<file path="src/rtl/jt49_div_meas.sv">
// Period meter for jt49 divider outputs: counts cen ticks between toggles of sig and
// reports each period over a valid/ready port. Define JT49_MEAS_FULL_EN to measure full cycles.
module jt49_div_meas #(
  parameter int WIDTH = 12
) (
  input  logic             clk,
  input  logic             rst_n,
  input  logic             cen,
  input  logic             sig,
  output logic [WIDTH:0]   period,
  output logic             valid,
  input  logic             ready,
  output logic             overrun,
  output logic             stopped
);

`ifdef JT49_MEAS_FULL_EN
  localparam int CW = WIDTH + 1;
`else
  localparam int CW = WIDTH;
`endif
  localparam logic [CW-1:0] MAX = '1;
  localparam logic [CW-1:0] ONE = {{(CW-1){1'b0}}, 1'b1};

  localparam logic [0:0] IDLE = 1'b0;
  localparam logic [0:0] RUN  = 1'b1;

  logic [0:0]    state_q, state_d;
  logic [CW-1:0] cnt_q, cnt_d;
  logic          sig_q;
  logic [WIDTH:0] period_q, period_d;
  logic          valid_q, valid_d;
  logic          overrun_q, overrun_d;
  logic          stopped_q, stopped_d;
  logic          tick_edge;
  logic          emit;
  logic [CW-1:0] emit_val;
  logic          xfer;

  // In full-cycle mode falling edges are ordinary counting ticks
`ifdef JT49_MEAS_FULL_EN
  assign tick_edge = cen & sig & ~sig_q;
`else
  assign tick_edge = cen & (sig ^ sig_q);
`endif

  always_comb begin
    state_d   = state_q;
    cnt_d     = cnt_q;
    stopped_d = stopped_q;
    emit      = 1'b0;
    emit_val  = '0;
    if (cen) begin
      case (state_q)
        IDLE: begin
          if (tick_edge) begin
            state_d   = RUN;
            cnt_d     = ONE;
            stopped_d = 1'b0;
          end
        end
        RUN: begin
          if (tick_edge) begin
            emit     = 1'b1;
            emit_val = cnt_q;
            cnt_d    = ONE;
          end else if (cnt_q != MAX) begin
            cnt_d = cnt_q + ONE;
          end else begin
            // Timeout: report a zero period and wait for the signal to move again
            emit      = 1'b1;
            emit_val  = '0;
            stopped_d = 1'b1;
            state_d   = IDLE;
            cnt_d     = ONE;
          end
        end
        default: state_d = IDLE;
      endcase
    end
  end

  assign xfer = valid_q & ready;

  always_comb begin
    period_d  = period_q;
    valid_d   = valid_q;
    overrun_d = overrun_q;
    if (emit) begin
`ifdef JT49_MEAS_FULL_EN
      period_d = emit_val;
`else
      period_d = {1'b0, emit_val};
`endif
      valid_d = 1'b1;
      if (xfer) begin
        overrun_d = 1'b0;
      end else if (valid_q) begin
        overrun_d = 1'b1;
      end
    end else if (xfer) begin
      valid_d   = 1'b0;
      overrun_d = 1'b0;
    end
  end

  always_ff @(posedge clk) begin
    if (!rst_n) begin
      state_q   <= IDLE;
      cnt_q     <= ONE;
      sig_q     <= 1'b0;
      period_q  <= '0;
      valid_q   <= 1'b0;
      overrun_q <= 1'b0;
      stopped_q <= 1'b0;
    end else begin
      state_q   <= state_d;
      cnt_q     <= cnt_d;
      if (cen) begin
        sig_q <= sig;
      end
      period_q  <= period_d;
      valid_q   <= valid_d;
      overrun_q <= overrun_d;
      stopped_q <= stopped_d;
    end
  end

  assign period  = period_q;
  assign valid   = valid_q;
  assign overrun = overrun_q;
  assign stopped = stopped_q;

endmodule

</file>
<file path="config.mk">
export PLATFORM = sky130hd
export DESIGN_NAME = jt49_div_meas
export DESIGN_NICKNAME = d
export VERILOG_FILES = /design/src/rtl/jt49_div_meas.sv
export SDC_FILE = /design/constraint.sdc
export NUM_CORES = 1
export LEC_CHECK = 0
export CAP_MARGIN = 30
export CORE_MARGIN = 2
export CORE_UTILIZATION = 55
export CTS_CLUSTER_SIZE = 16
export DETAILED_ROUTE_END_ITERATION = 16
export GPL_ROUTABILITY_DRIVEN = 0
export PLACE_DENSITY = 0.82
export SYNTH_ARGS = -nofsm -noshare
export SYNTH_HDL_FRONTEND = slang
export SYNTH_SLANG_ARGS = --single-unit
</file>
<file path="constraint.sdc">
create_clock -name clk -period 2.6 [get_ports clk]
set_input_delay 0.26 -clock clk [delete_from_list [all_inputs] [get_ports clk]]
set_output_delay 0.26 -clock clk [all_outputs]
set_load 0.02 [all_outputs]
</file>
==> results of run 1 <==
## per-stage QoR
| step | utilization [%] | cells |
|---|---|---|
| 6_report | 70.2 | 177 |
| 5_1_grt | 70.2 | 177 |
| 4_1_cts | 70.2 | 177 |
| 3_5_place_dp | 66.3 | 169 |
| 3_3_place_gp | 66.3 | 169 |
| 2_1_floorplan | - | 129 |
## path summary, 6_finish.rpt
| check | slack, ps | end | cells past startpoint |
|---|---|---|---|
| max | 840 | period[5]$_SDFFE_PN0P_ | 5 |
| min | 480 | overrun$_SDFFE_PN0P_ | 2 |
| max reg2reg | 840 | period[5]$_SDFFE_PN0P_ | 5 |
| min reg2reg | 480 | overrun$_SDFFE_PN0P_ | 2 |
## placed cells by master (no fill, tap or decap), types with 2 or more instances in the layout
cell type / count
and4_1: 3
nand2_1: 7
o21ai_0: 7
inv_1: 3
o211ai_1: 3
a21oi_1: 7
or3_1: 2
xor2_1: 6
and3_1: 2
clkdlybuf4s50_1: 19
dfxtp_1: 29
nor2_1: 8
nand4_1: 4
a31oi_1: 2
nand2b_1: 2
or4_1: 2
and3_2: 2
a32o_1: 12
clkbuf_4: 5
buf_4: 3
nand3_1: 4
## sequential cells by signal, indices dropped and copies added, names as in the netlist
register	count
period	12
valid	1
stopped	1
cnt_q	12
state_q	1
overrun	1
sig_q	1
## cell type report
type | instances | area [µm²] | area share, %
Sequential cell | 29 | 581 | 37.8
Tap cell | 28 | 35.0 | 2.28
Multi-Input combinational cell | 87 | 613 | 39.9
Clock inverter | 1 | 30.0 | 1.95
Timing Repair Buffer | 22 | 213 | 13.8
Inverter | 3 | 11.3 | 0.732
Clock buffer | 7 | 55.1 | 3.58
## routing by layer
metal	routed length, µm	up-vias
met4	57	0
met1	1220	510
met5	0	-
met2	1320	28
li1	-	521
met3	133	8
## critical path: stages, from the launching register on
cell     delay [ps]
dfxtp_1         410
ha_1            280
and4_1          270
nand3_4         120
a21o_4          300
a32o_1          270
## power by group
group          switching, mW  internal (mW)
clock network          0.158          0.229
registers            0.00706          0.448
logic                 0.0359         0.0212
total                  0.201          0.699
## logic make-up (layout without fill, tap and decap cells)
family | after synthesis | count (layout) | synth area share, %
AO/OA/AOI/OAI | 39 | 39 | 23.9
XOR/XNOR | 6 | 6 | 4.14
adder cells (fa/ha/maj) | 1 | 1 | 0.985
buffers and inverters | 13 | 33 | 6.01
flip-flops | 29 | 29 | 45.7
multiplexers | 1 | 1 | 0.788
other | 1 | 1 | 0.295
AND/OR/NAND/NOR | 39 | 39 | 18.1
==> summary.txt, run 1 <==
status = complete, no violations
crit share post-route = 67.6%
Global Route Usage Sum = 24.1%
Reg clk slew, reported paths = 90 ps
#FFs+latches synth = 29
RSZ-0062 raised after global routing = false
largest net degree at the start of global routing = 17
Power Density = 585 nW/µm²
initial antenna violation count = 0
synth cell count leaders = dfxtp_1, a32o_1, nor2_1
FP Rows = 17
Die H = 52.1 µm
CP startpoint kind = register
Critical Path AT = 1980 ps
setup TNS = 0 ps
Synth top area share = 45.7%
number of global-route vias before repair = 1046
Req. time, crit path = 2820 ps
post_cts resized = 0
post-CTS setup buffers = 0
most frequent cell after synthesis = dfxtp_1
maxcap violations = 0
htree depth = 2
drt initial violations = 26
TritonCTS buffer count = 5
asr flop ratio synth = 0%
Hold Buf Count CTS = 0
Routed WL per cell = 15.4 µm
ANT cells = 0
drt pass-1 iters = 4
Leak = 0.530 nW
Synth Flop Type = dfxtp_1
yosys warns = 0
Power Total = 0.900 mW
worst slack, placed = 562 ps
fin nets = 154
final setup vio count = 0
HPWL Detailed = 1940 µm
number of nets with antenna violations after routing = 0
min-delay src = overrun$_SDFFE_PN0P_
share of layout cells above drive strength 1 = 12.1%
post-synthesis cell type count = 36
R2R Path Start = cnt_q[0]$_SDFFE_PN1P_
worst hold slack = 478 ps
Clk Latency, worst-skew pair = 330 ps
mean post-synth cell area = 9.84 µm²
# clock sinks = 29
min setup slack post-route = 842 ps
DP Area = 1450 µm²
met1 usage = 29.7%
Starting Density = 58.0%
Fmax = 569 MHz
Cell Area, Synth = 1270 µm²
Hold Fails Final Rpt = 0
die width = 52.1 µm
die area = 2710 µm²
net count of the mapped netlist = 135
ranking of synthesized cells by area = dfxtp_1, a32o_1, xor2_1
DRC Markers = 0
CP Launch Point = cnt_q[0]$_SDFFE_PN1P_
CTS root buffer = clkbuf_4
routed vias/inst = 6.03
cell area after layout = 1540 µm²
total grt overflow = 0
Worst Setup Path Type = reg2reg
CTS tree = done
Most Crowded Layer GR = met2
synthesized instance count = 129
Fill cells = 163
met3 Use GR = 8.05%
Slew Viols, Final = 0
Detailed Route WL = 2730 µm
global-route wire length before repair = 4680 µm
port bufs = 19
Top Ports = 21
critical path endpoint category = register
Post-synth EDFFs = 0
core area = 2190 µm²
CP max FO = 14
worst min path class = reg2reg
area grow syn2layout = 21.1%
library cell with the largest summed area after synthesis = dfxtp_1
Final min period = 1760 ps
worst vdd ir = 0.542 mV
DR vias = 1067
Clock Skew = 8.18 ps
GR Layer Usage met2 = 37.3%
clk buf depth = 2
Seq/Total Area, Yosys = 45.7%
No activity file was read; power rests on OpenSTA's default activity.
==> run 2, diff against run 1 <==
Settings changed: CORE_UTILIZATION 55 to 46, PLACE_DENSITY 0.82 to 0.73.
Clock period 2.6 ns to 1.45 ns, I/O delays scaled along.
==> run 2 against run 1 <==
Compared with the run above:
- the run now ends with negative setup slack left
- register-to-register slack lost 870 ps
- worst hold slack gained 2.6 ps
- final cell count grew 23%
- largest cell class unchanged
- clock skew grew 18 ps
- utilization grew 0.75 points
- sequential share of layout area shrank 7.0 points
- critical path type unchanged
- critical path depth is the same
- design area grew 24%
- first-iteration DRC count grew 73%
==> summary.txt, run 2 (synthesis gave the netlist of run 1 again) <==
clk buf depth = 2
number of global-route vias before repair = 1300
Fill cells = 207
DRC Markers = 0
CTS root buffer = clkbuf_4
crit share post-route = 102%
area grow syn2layout = 50.0%
core area = 2690 µm²
combinational share of power = 10.7%
most frequent cells in the layout = buf_4, dfxtp_1, a32o_1
Power Total = 1.70 mW
Reg clk slew, reported paths = 90 ps
worst hold slack = 481 ps
number of nets with antenna violations after routing = 0
drt pass-1 iters = 4
Power Density = 893 nW/µm²
die area = 3200 µm²
HPWL Detailed = 2530 µm
Hold Buf Count CTS = 0
Critical Path AT = 1700 ps
initial antenna violation count = 0
CP max stage delay = 360 ps
critical path endpoint category = register
Post-Layout Cell Count = 218
Global Route Usage Sum = 24.6%
min setup slack post-route = -24.1 ps
Fmax = 678 MHz
Hold Fails Final Rpt = 0
ANT cells = 0
largest net degree at the start of global routing = 16
fin nets = 192
die width = 56.5 µm
CP startpoint kind = register
Top Ports = 21
Leak = 0.939 nW
RSZ-0062 raised after global routing = true
Clock Skew = 25.7 ps
global-route wire length before repair = 5910 µm
failing checks = negative setup slack
met1 usage = 27.1%
final setup vio count = 4
DP Area = 1730 µm²
share of layout cells above drive strength 1 = 35.3%
Core Util, Final = 70.9%
routed vias/inst = 5.88
FP Rows = 19
met3 Use GR = 7.83%
Sw Ratio = 23.2%
placed instance count = 206
Detailed Route WL = 3630 µm
DR vias = 1282
CP max FO = 13
total grt overflow = 0
critical path cell sequence = ha_4, and4_4, nand3_4, a21o_4, a32o_1
drt initial violations = 45
TritonCTS buffer count = 5
Clk Latency, worst-skew pair = 350 ps
status = complete, but fails checks
GR Layer Usage met2 = 43.7%
Req. time, crit path = 1680 ps
Starting Density = 47.3%
CTS tree = done
Die H = 56.5 µm
Pint = 1.31 mW
clock share of power = 41.3%
most common cell after layout, fill and taps aside = buf_4
setup TNS = -62.4 ps
Slew Viols, Final = 0
CP max-delay cell = dfxtp_2
Most Crowded Layer GR = met2
maxcap violations = 0
Psw = 0.395 mW
cell area after layout = 1910 µm²
# clock sinks = 29
Seq pwr share = 47.9%
Routed WL per cell = 16.7 µm
worst min path class = reg2reg
worst vdd ir = 0.948 mV
Worst Setup Path Type = reg2reg
htree depth = 2
port bufs = 19
Final min period = 1470 ps
worst slack, placed = -435 ps
[run 2: final cells by class]
cell class	count	area [µm²]	area share [%]
Sequential cell	29	587	30.8
Multi-Input combinational cell	87	654	34.3
Clock buffer	7	55.1	2.89
Inverter	3	11.3	0.591
Tap cell	31	38.8	2.04
Clock inverter	1	30.0	1.58
Timing Repair Buffer	60	529	27.8
[run 2: path summary, 6_finish.rpt]
path         cells past startpoint  slack, ps             startpoint                     end
min                              2        480   overrun$_SDFFE_PN0P_    overrun$_SDFFE_PN0P_
max                              5        -20  cnt_q[1]$_SDFFE_PN0P_  period[2]$_SDFFE_PN0P_
max reg2reg                      5        -20  cnt_q[1]$_SDFFE_PN0P_  period[2]$_SDFFE_PN0P_
min reg2reg                      2        480   overrun$_SDFFE_PN0P_    overrun$_SDFFE_PN0P_
[run 2: critical path, delay by kind of cell, from the launching register on]
family,cells,cell delay (ps)
AOI/OAI and AO/OA,2,560
DFF,1,360
and+or+nand+nor,2,320
adders and majority gates,1,140
[run 2: power groups by stage]
stage	combinational, mW	clock, mW	sequential [mW]
2_1_floorplan	0.0768	0	0.832
3_3_place_gp	0.157	0	0.832
3_5_place_dp	0.162	0	0.833
4_1_cts	0.167	0.712	0.814
5_1_grt	0.194	0.754	0.817
6_report	0.182	0.704	0.816
[run 2: timing repair]
item                                   CTS  global route
setup endpoints to repair               21            31
endpoints found under the hold margin    0             0
setup buffers                            1             3
resized for setup                        9            15
pin swaps                                3             6
[run 2: layer usage]
layer,up-vias,routed length (µm)
li1,597,-
met1,612,1400
met2,65,1910
met3,8,279
met4,0,51
met5,-,0
==> run 3, diff against run 2 <==
Settings changed: CORE_UTILIZATION 46 to 54, DONT_BUFFER_PORTS set to 1, PLACE_DENSITY 0.73 to 0.72.
==> run 3 against run 2 <==
Compared with the run above:
- the run still ends with negative setup slack left
- utilization grew 8.0 points
- clock power shrank 1%
- design area shrank 8.3%
- count of clock-buffer cells in the layout unchanged
- non-clock buffer count shrank 17
- flip-flop and latch count is the same
- die area shrank 14%
==> summary.txt, run 3 (synthesis gave the netlist of run 1 again) <==
number of global-route vias before repair = 1211
critical path depth = 5
critical path cell sequence = ha_4, and4_4, nand3_4, a21o_4, a32o_1
wire length on met1 = 1410 µm
HPWL Detailed = 2380 µm
failing checks = negative setup slack
final setup vio count = 8
htree depth = 2
WL met2 = 1860 µm
Hold Fails Final Rpt = 0
Req. time, crit path = 1690 ps
crit share post-route = 101%
Top Ports = 21
Global Route Usage Sum = 30.4%
Fill cells = 139
ANT cells = 0
CP max-delay cell = dfxtp_4
Starting Density = 57.4%
status = complete, but fails checks
port bufs = 0
area grow syn2layout = 37.5%
Power Density = 958 nW/µm²
R2R Path Start = cnt_q[1]$_SDFFE_PN0P_
Leak = 0.677 nW
CTS tree = done
CP top delay family = compound AO/OA/AOI/OAI gates
FP Rows = 17
worst slack, placed = -73.0 ps
worst min path class = in2reg
top routing layer in use = met4
CP max stage delay = 380 ps
global-route wire length before repair = 5810 µm
CP Launch Point = cnt_q[1]$_SDFFE_PN0P_
Routed WL per cell = 18.8 µm
total grt overflow = 0
worst vdd ir = 0.850 mV
routed vias/inst = 6.35
initial antenna violation count = 0
reg-to-reg slack, setup = -20 ps
R2R Path End = period[7]$_SDFFE_PN0P_
CP endpoint = period[7]$_SDFFE_PN0P_
cells on worst reg2reg path = 5
core area = 2210 µm²
DP Area = 1530 µm²
CP max FO = 7
most frequent cells in the layout = buf_4, dfxtp_1, a32o_1
Slew Viols, Final = 0
number of nets with antenna violations after routing = 0
hold path cells = 3
drt pass-1 iters = 4
clk buf depth = 2
Core Util, Final = 79.0%
Fmax = 680 MHz
TritonCTS buffer count = 5
cell area after layout = 1750 µm²
CTS root buffer = clkbuf_4
die area = 2760 µm²
Final min period = 1470 ps
Critical Path AT = 1710 ps
Reg clk slew, reported paths = 80 ps
DR vias = 1264
share of layout cells above drive strength 1 = 40.9%
critical path endpoint category = register
DRC Markers = 0
Clk Latency, worst-skew pair = 340 ps
largest net degree at the start of global routing = 15
maxcap violations = 0
Routed met3 length = 322 µm
worst path bufs/invs = 0
Power Total = 1.67 mW
Relative slew margins = 61.5%
fin nets = 176
drt initial violations = 55
Clock Skew = 10.7 ps
RSZ-0062 raised after global routing = true
Die H = 52.5 µm
Slew @ Worst Pin = 575 ps
CP startpoint kind = register
min setup slack post-route = -20.7 ps
die width = 52.5 µm
# clock sinks = 29
Worst Setup Path Type = reg2reg
Detailed Route WL = 3740 µm
worst hold slack = 51.7 ps
most common cell after layout, fill and taps aside = buf_4
-- run 3: layout make-up --
type	instances	area (µm²)	share of cell area (%)
clock buffers	7	55.1	3.15
clock inverters	1	30.0	1.72
inverters	3	11.3	0.645
multi-input cells	88	677	38.8
flip-flops and latches	29	596	34.1
well taps	28	35.0	2.01
repair buffers	43	343	19.6
-- run 3: what timing repair did --
action / in CTS / in global routing
gates cloned: 1 / 0
pin swaps: 6 / 11
setup buffers: 1 / 2
hold buffers: 5 / 0
setup endpoints to repair: 18 / 20
endpoints found under the hold margin: 16 / 0
gates resized for setup: 9 / 12
-- run 3: worst min-delay path by stage --
stage,from,to,slack (ps)
6_report,ready,overrun$_SDFFE_PN0P_,50
5_1_grt,cen,cnt_q[6]$_SDFFE_PN0P_,60
4_1_cts,ready,overrun$_SDFFE_PN0P_,20
3_5_place_dp,rst_n,stopped$_SDFFE_PN0P_,300
3_3_place_gp,rst_n,stopped$_SDFFE_PN0P_,290
2_1_floorplan,sig,sig_q$_SDFFE_PN0P_,290
-- run 3: where the power goes --
| part | leakage, nW | internal (mW) | switching (mW) |
|---|---|---|---|
| logic | 0.395 | 0.0791 | 0.0817 |
| clock network | 0.0455 | 0.411 | 0.284 |
| registers | 0.237 | 0.802 | 0.0150 |
-- run 3: worst min-delay path: stages --
cell     delay, ps
a21oi_1         70
nand2_1         90
o21ai_2         50
-- run 3: through the flow --
step,instances,TNS [ps]
3_5_place_dp,183,-635
5_1_grt,199,-426
3_3_place_gp,183,0
2_1_floorplan,129,-91.5
6_report,199,-66.2
4_1_cts,198,-22.9
-- run 3: per-layer routing --
layer | vias to the layer above | global-route usage, %
met5 | - | 0
met4 | 0 | 15.0
met3 | 23 | 10.6
met2 | 70 | 48.5
met1 | 599 | 35.9
li1 | 572 | -
